`config.mk`:
```
export PLATFORM = sky130hd
export DESIGN_NAME = seq_divider
export DESIGN_NICKNAME = d
export VERILOG_FILES = /design/src/rtl/seq_divider_pkg.sv /design/src/rtl/div_step.sv /design/src/rtl/seq_divider.sv
export SDC_FILE = /design/constraint.sdc
export NUM_CORES = 1
export LEC_CHECK = 0
export CAP_MARGIN = 10
export CORE_MARGIN = 8
export CORE_UTILIZATION = 24
export DETAILED_ROUTE_END_ITERATION = 7
export PLACE_DENSITY = 0.46
export SLEW_MARGIN = 20
export SYNTH_ARGS = -nofsm -noshare
export SYNTH_HDL_FRONTEND = slang
export SYNTH_SLANG_ARGS = --single-unit
export TNS_END_PERCENT = 1
```
`constraint.sdc`:
```
create_clock -name clk -period 4.8 [get_ports clk]
set_clock_uncertainty 0.2 [all_clocks]
set_input_delay 0.96 -clock clk [delete_from_list [all_inputs] [get_ports clk]]
set_output_delay 0.96 -clock clk [all_outputs]
set_load 0.005 [all_outputs]
```
`src/rtl/seq_divider_pkg.sv`:
```
// Shared definitions for the sequential arithmetic blocks (divider and shift-add multiplier).
// State encodings are fixed so both blocks decode identically in the lab datapath.
package seq_divider_pkg;

  typedef enum logic [1:0] {
    IDLE   = 2'd0,
    DIVIDE = 2'd1,
    DONE   = 2'd2
  } div_state_e;

  typedef enum logic [1:0] {
    MUL_IDLE = 2'd0,
    MUL_RUN  = 2'd1,
    MUL_DONE = 2'd2
  } mul_state_e;

  // Bits needed for an iteration counter that is loaded with w and counts down to zero.
  function automatic int unsigned count_bits(input int unsigned w);
    return $clog2(w + 1);
  endfunction

endpackage

```
`src/rtl/div_step.sv`:
```
// One restoring-division step: shift {acc,q} left, trial-subtract the divisor,
// keep the difference and set the quotient bit only when it does not go negative.
module div_step #(
  parameter int unsigned WIDTH = 4
) (
  input  logic [WIDTH:0]   acc,
  input  logic [WIDTH-1:0] q,
  input  logic [WIDTH-1:0] divisor,
  output logic [WIDTH:0]   acc_next,
  output logic [WIDTH-1:0] q_next
);

  logic [WIDTH+1:0] shifted;
  logic [WIDTH:0]   diff;
  logic             fits;

  always_comb begin
    shifted  = {acc, q[WIDTH-1]};
    fits     = (shifted >= {2'b00, divisor});
    diff     = shifted[WIDTH:0] - {1'b0, divisor};
    acc_next = fits ? diff : shifted[WIDTH:0];
    q_next   = {q[WIDTH-2:0], fits};
  end

endmodule

```
`src/rtl/seq_divider.sv`:
```
// Sequential restoring unsigned divider: one quotient bit per clock, registered
// quotient/remainder with a one-cycle done strobe and a divide-by-zero flag.
module seq_divider
  import seq_divider_pkg::*;
#(
  parameter int unsigned WIDTH = 4
) (
  input  logic             clk,
  input  logic             rst,
  input  logic             start,
  input  logic [WIDTH-1:0] dividend,
  input  logic [WIDTH-1:0] divisor,
  output logic [WIDTH-1:0] quotient,
  output logic [WIDTH-1:0] remainder,
  output logic             busy,
  output logic             done,
  output logic             div_by_zero
);

  localparam int unsigned CW = count_bits(WIDTH);

  div_state_e       state, state_next;
  logic [WIDTH:0]   acc, acc_next;
  logic [WIDTH-1:0] q, q_next;
  logic [WIDTH-1:0] dvs_r;
  logic [CW-1:0]    count;
  logic             last_iter;

  assign last_iter = (count == CW'(1));

  div_step #(.WIDTH(WIDTH)) u_step (
    .acc      (acc),
    .q        (q),
    .divisor  (dvs_r),
    .acc_next (acc_next),
    .q_next   (q_next)
  );

  always_ff @(posedge clk or posedge rst) begin
    if (rst) state <= IDLE;
    else     state <= state_next;
  end

  always_comb begin
    state_next = state;
    case (state)
      IDLE:    if (start) state_next = (divisor == '0) ? DONE : DIVIDE;
      DIVIDE:  if (last_iter) state_next = DONE;
      DONE:    state_next = IDLE;
      default: state_next = IDLE;
    endcase
  end

  always_comb begin
    busy = (state == DIVIDE) || (state == DONE);
    done = (state == DONE);
  end

  // Results load only on the final iteration (or at accept for divide-by-zero),
  // so the outputs never show partial quotients.
  always_ff @(posedge clk or posedge rst) begin
    if (rst) begin
      acc         <= '0;
      q           <= '0;
      dvs_r       <= '0;
      count       <= '0;
      quotient    <= '0;
      remainder   <= '0;
      div_by_zero <= 1'b0;
    end else begin
      case (state)
        IDLE: begin
          if (start) begin
            dvs_r <= divisor;
            acc   <= '0;
            q     <= dividend;
            count <= CW'(WIDTH);
            if (divisor == '0) begin
              quotient    <= '1;
              remainder   <= dividend;
              div_by_zero <= 1'b1;
            end
          end
        end
        DIVIDE: begin
          acc   <= acc_next;
          q     <= q_next;
          count <= count - CW'(1);
          if (last_iter) begin
            quotient    <= q_next;
            remainder   <= acc_next[WIDTH-1:0];
            div_by_zero <= 1'b0;
          end
        end
        default: ;
      endcase
    end
  end

endmodule

```
==> results of run 1 <==
final timing paths:
check,slack (ns),endpoint,start
max in group asynchronous,3.29,remainder[0],rst
hold / removal,0.30,count[1],count[1]
min in group asynchronous,0.84,div_by_zero,rst
setup reg to reg,2.11,remainder[0],q[3]
setup / recovery,1.95,remainder[3],divisor[0]
hold reg to reg,0.30,count[1],count[1]
kinds of logic after synthesis:
family / count (synthesis) / synth area share, %
adder cells (fa/ha/maj): 10 / 8.611
flip-flops: 27 / 43.87
AND/OR/NAND/NOR: 46 / 14.87
multiplexers: 9 / 6.336
AO/OA/AOI/OAI: 43 / 19.01
buffers and inverters: 23 / 6.742
XOR/XNOR: 1 / 0.5687
power breakdown:
part	internal [mW]	total [mW]	switching, mW
logic	0.311	0.674	0.363
registers	0.323	0.389	0.0655
clock network	0.0590	0.135	0.0756
total	0.693	1.20	0.504
cells in the mapped netlist, drive strengths merged, types with 2 or more instances:
cell type,instances
dfrtp,27
nand2,20
inv,17
o21ai,16
nor2,10
ha,9
a21oi,7
a31oi,7
mux2,6
nand3,4
a21boi,3
buf,3
clkbuf,3
mux2i,3
a32o,2
nand2b,2
o31ai,2
or2b,2
layout make-up:
type                    instances  area [sq um]
fillers                       660          4407
multi-input cells             109         760.7
flip-flops and latches         27         675.6
repair buffers                 23         225.2
well taps                      77         96.34
inverters                      17         63.81
clock buffers                   3         41.29
clock inverters                 1         7.507
per-stage QoR:
stage | instances | total power [mW]
CTS | 257 | 1.222
global route | 257 | 1.316
detailed placement | 253 | 1.086
finish | 257 | 1.197
floorplan | 159 | 0.8712
global placement | 253 | 1.081
flip-flops by register name (all words and copies together), names as in the netlist:
| register | count |
|---|---|
| state | 2 |
| div_by_zero | 1 |
| quotient | 4 |
| q | 4 |
| remainder | 4 |
| count | 3 |
| dvs_r | 4 |
| acc | 5 |
critical path, cell delays in order:
cell	delay (ns)
clkdlybuf4s50_1	0.41
or4_4	0.57
o21ai_0	0.33
nand2_1	0.19
o2bb2ai_1	0.16
a41o_1	0.20
metal layers:
layer | routed length [um] | track usage (%) | share of wire (%) | up-vias
li1 | - | - | - | 590
met1 | 1705 | 10.67 | 50 | 519
met2 | 1515 | 12.09 | 45 | 22
met3 | 157 | 2.184 | 4.6 | 2
met4 | 25 | 1.536 | 0.73 | 0
met5 | 0 | 0 | 0 | -
cells in the final DEF (no fill, tap or decap), types with 4 or more instances in the layout:
cell             netlist  layout
o21ai_0               15      15
ha_1                   9       9
clkdlybuf4s50_1        0      21
mux2_2                 6       6
a31oi_1                7       7
inv_1                 17      17
nor2_1                10      10
nand3_1                4       4
a21oi_1                7       7
nand2_1               19      19
dfrtp_1               27      27
==> results.yml, run 1 <==
critical_path:
  crit_required_ns: 4.77
  worst_r2r_path_depth: 8
  startpoint_type: "input port"
  critPathMaxFanout: 4
  worstPathArrival_ns: 2.82
  worst-setup-path-type: "input port to register"
  worstSetupEndpointType: "register"
cts:
  clock_path_buffers: 2
  hold_buffers: 0
  tritoncts: "built"
  cts_buffers: 3
  post_cts_resize_count: 0
  cts_root_buf: "clkbuf_8"
  clock-sinks: 27
  clkTransAtPathRegs_ns: 0.10
  h-tree-depth: 1
  post_cts_buffers: 0
  clkLatencyLatePin_ns: 0.28
grt:
  grt_pass1_vias: 1129
  antenna_found_initial: 0
  grt_pass1_wl_mm: 5.651
  grt_overflow: 0
  grt_util_all_layers_pct: 7.846
  grt_max_degree: 32
timing:
  hold_slack_ns: 0.2955
  fin_crit_sh_pct: 59.44
  relSlewSlack_pct: 39.39
  clock.fmax_mhz: 350.5
  final.min_clock_period_ns: 2.853
  finalSetupViolCount: 0
  tightestPinTransition_ns: 0.9031
  hold_viol_final: 0
  finalSetupTns_ns: 0
  fin_ws_ns: 1.947
  rsz0062_at_grt: "no"
  drv_slew: 0
synth:
  synth_ff_type: "dfrtp_1"
  synthArstFlopShare_pct: 100.0
  syn_avg_cell_area_sq_um: 9.687
  ys_seq_elements: 27
  yosys_warnings: 0
  syn_nets: 180
  ys_types: 39
  ys_seq_area_share_pct: 43.87
  yosys.area.top_type: "dfrtp_1"
  syn_inst: 159
  synth_edf_count: 0
  ys_top_cells_by_area: "dfrtp_1 (44%), ha_1 (7.3%), o21ai_0 (4.9%)"
  synth_area_sq_mm: 0.001540
  synth_top_area_share_pct: 43.87
die:
  ioPinCount: 22
  dieWidth_um: 96.11
  rows: 29
  core-area_sq_mm: 0.006277
  initial_core_util_pct: 24.54
  die_h_um: 96.11
  die_area_sq_mm: 0.009237
routing:
  drtIter0Drc: 33
  vias_per_cell: 4.409
  dr.pass1.iters: 4
  postRouteAntennaNets: 0
  drc: 0
  routedWlPerCell_um: 13.25
  via_count: 1133
  routed_wl_mm: 3.404
finish:
  finalCoreUtilization_pct: 29.80
  drive_gt1_share_pct: 12.22
  syn2layout_area_growth_pct: 21.45
  antenna-diode-count: 0
  fin_nets: 202
  postLayoutCellArea_sq_mm: 0.001871
pwr:
  ir_drop_mv: 0.2629
  power_leakage_nw: 0.8104
  pwr_density_cell_mw_per_mm2: 640.0
place:
  place_area_sq_mm: 0.001822
  post-place-ws_ns: 1.674
  io_buffers: 21
  place_congestion: 0.7059
  dp_hpwl_mm: 2.665
hold_path:
  hold_path_depth: 2
  min_path_type: "register to register"
flow_run:
  maxCapViolCount: 0
outcome:
  status: "finished, final reports clean"
Power figures use the tool's default switching activity.
==> inputs of run 2 (changes only) <==
==> constraint.sdc (replaced) <==
create_clock -name clk -period 2.7 [get_ports clk]
set_clock_uncertainty 0.2 [all_clocks]
set_input_delay 0.54 -clock clk [delete_from_list [all_inputs] [get_ports clk]]
set_output_delay 0.54 -clock clk [all_outputs]
set_load 0.005 [all_outputs]
==> run 2 against run 1 <==
  * Sequential share of layout area fell by 1.2 points
  * Flip-flop and latch count is the same
  * Critical endpoint is now acc[1]
  * First-iteration DRC count increased by 15%
  * Setup slack got worse by 1.8 ns
==> results.yml, run 2 (synthesis results as in run 1) <==
routing:
  via_count: 1165
  dr.pass1.iters: 4
  drtIter0Drc: 38
  routedWlPerCell_um: 13.21
  routed_wl_mm: 3.487
  vias_per_cell: 4.413
  postRouteAntennaNets: 0
  drc: 0
critical_path:
  worstPathArrival_ns: 2.48
  critPathMaxFanout: 5
  worst-setup-path-type: "register to register"
  startpoint_type: "register"
  crit_required_ns: 2.66
  worstSetupEndpointType: "register"
place:
  place_congestion: 0.7526
  place_inst: 260
  io_buffers: 21
  dp_hpwl_mm: 2.765
flow_run:
  maxCapViolCount: 0
grt:
  grt_overflow: 0
  grt_max_degree: 28
  grt_util_all_layers_pct: 8.298
  grt_pass1_wl_mm: 5.892
  grt_pass1_vias: 1180
  antenna_found_initial: 0
finish:
  regMostFlops: "acc"
  finalCoreUtilization_pct: 30.80
  syn2layout_area_growth_pct: 25.51
  final-instance-count-excl-fill: 264
  final_common_cell: "dfrtp_1"
  fin_nets: 209
  antenna-diode-count: 0
  final_cell_mix: "dfrtp_1 (27), clkdlybuf4s50_1 (21), nand2_1 (19)"
  largest_register_ffs: 5
  drive_gt1_share_pct: 16.58
cts:
  post_cts_buffers: 0
  clkTransAtPathRegs_ns: 0.10
  clock_path_buffers: 2
  post_cts_resize_count: 0
  h-tree-depth: 1
  cts_buffers: 3
  clkLatencyLatePin_ns: 0.28
  tritoncts: "built"
  clock-sinks: 27
  cts_root_buf: "clkbuf_8"
  hold_buffers: 0
timing:
  fin_crit_sh_pct: 93.35
  drv_slew: 0
  tightestPinTransition_ns: 0.3804
  final.min_clock_period_ns: 2.520
  rsz0062_at_grt: "no"
  finalSetupTns_ns: 0
  hold_viol_final: 0
  relSlewSlack_pct: 74.42
  finalSetupViolCount: 0
  clock.fmax_mhz: 396.8
die:
  core-area_sq_mm: 0.006277
  die_area_sq_mm: 0.009237
  ioPinCount: 22
  die_h_um: 96.11
  initial_core_util_pct: 24.54
  dieWidth_um: 96.11
  rows: 29
pwr:
  ir_drop_mv: 0.5064
  power_leakage_nw: 0.8479
  pwr_density_cell_mw_per_mm2: 1186
outcome:
  status: "finished, final reports clean"
hold_path:
  min_path_type: "register to register"
run 2: cell types whose count changed in the layout (fill, tap and decap cells not counted):
cell	previous run	this run
o21ai_0	15	14
clkinv_2	0	1
a31oi_2	0	2
clkinvlp_4	1	0
a31oi_1	7	5
buf_4	2	9
o21ai_1	1	2
run 2: through the flow:
stage / instance area [sq um] / total power, mW / hold slack, ns / setup WS (ns)
floorplan: 1540 / 1.549 / 0.2498 / 0.2624
global placement: 1874 / 2.074 / 0.2697 / 0.09701
detailed placement: 1874 / 2.080 / 0.2796 / 0.07762
CTS: 1921 / 2.325 / 0.3023 / 0.1240
global route: 1933 / 2.530 / 0.3109 / 0.02671
finish: 1933 / 2.293 / 0.2940 / 0.1796
run 2: cell type report:
class	instances	area, sq um
sequential	27	675.6
tap	77	96.34
fill	681	4344
multi-input combinational	109	773.2
inverter	17	63.81
clock buffer	3	41.29
timing repair buffer	30	277.8
clock inverter	1	5.005
run 2: report_power, final:
| group | internal [mW] | leakage (nW) | total (mW) | switching [mW] |
|---|---|---|---|---|
| registers | 0.574 | 0.322 | 0.695 | 0.121 |
| logic | 0.680 | 0.500 | 1.36 | 0.684 |
| clock network | 0.104 | 0.0255 | 0.234 | 0.131 |
| total | 1.36 | 0.848 | 2.29 | 0.935 |
run 2: routing by layer:
layer  up-vias  wire length [um]  global-route usage (%)
li1        608                 -                       -
met1       537              1699                   11.05
met2        16              1590                   13.00
met3         4               163                   2.028
met4         0                34                   2.305
met5         -                 0                       0
run 2: worst paths after layout:
path | startpoint | to | slack, ns | cells after the start
setup / recovery | q[3] | acc[1] | 0.18 | 10
hold / removal | count[1] | count[1] | 0.29 | 2
setup reg to reg | q[3] | acc[1] | 0.18 | 10
hold reg to reg | count[1] | count[1] | 0.29 | 2
max in group asynchronous | rst | dvs_r[2] | 1.61 | 3
min in group asynchronous | rst | state[1] | 0.42 | 3
run 2: worst max-delay path, cell delays in order (launching register included):
cell	delay [ns]
dfrtp_1	0.42
inv_1	0.07
ha_1	0.15
inv_1	0.05
fa_1	0.40
a21o_2	0.26
a211oi_4	0.32
buf_4	0.18
nor2_1	0.05
a31oi_2	0.19
o21ai_0	0.11
==> inputs of run 3 (changes only) <==
--- a/config.mk
+++ b/config.mk
@@ -8,6 +8,7 @@
 export CAP_MARGIN = 10
 export CORE_MARGIN = 8
 export CORE_UTILIZATION = 24
+export CTS_CLUSTER_SIZE = 12
 export DETAILED_ROUTE_END_ITERATION = 7
 export PLACE_DENSITY = 0.46
 export SLEW_MARGIN = 20
==> results of run 3 <==
Final layout, timing and power as in run 2 (identical DEF).
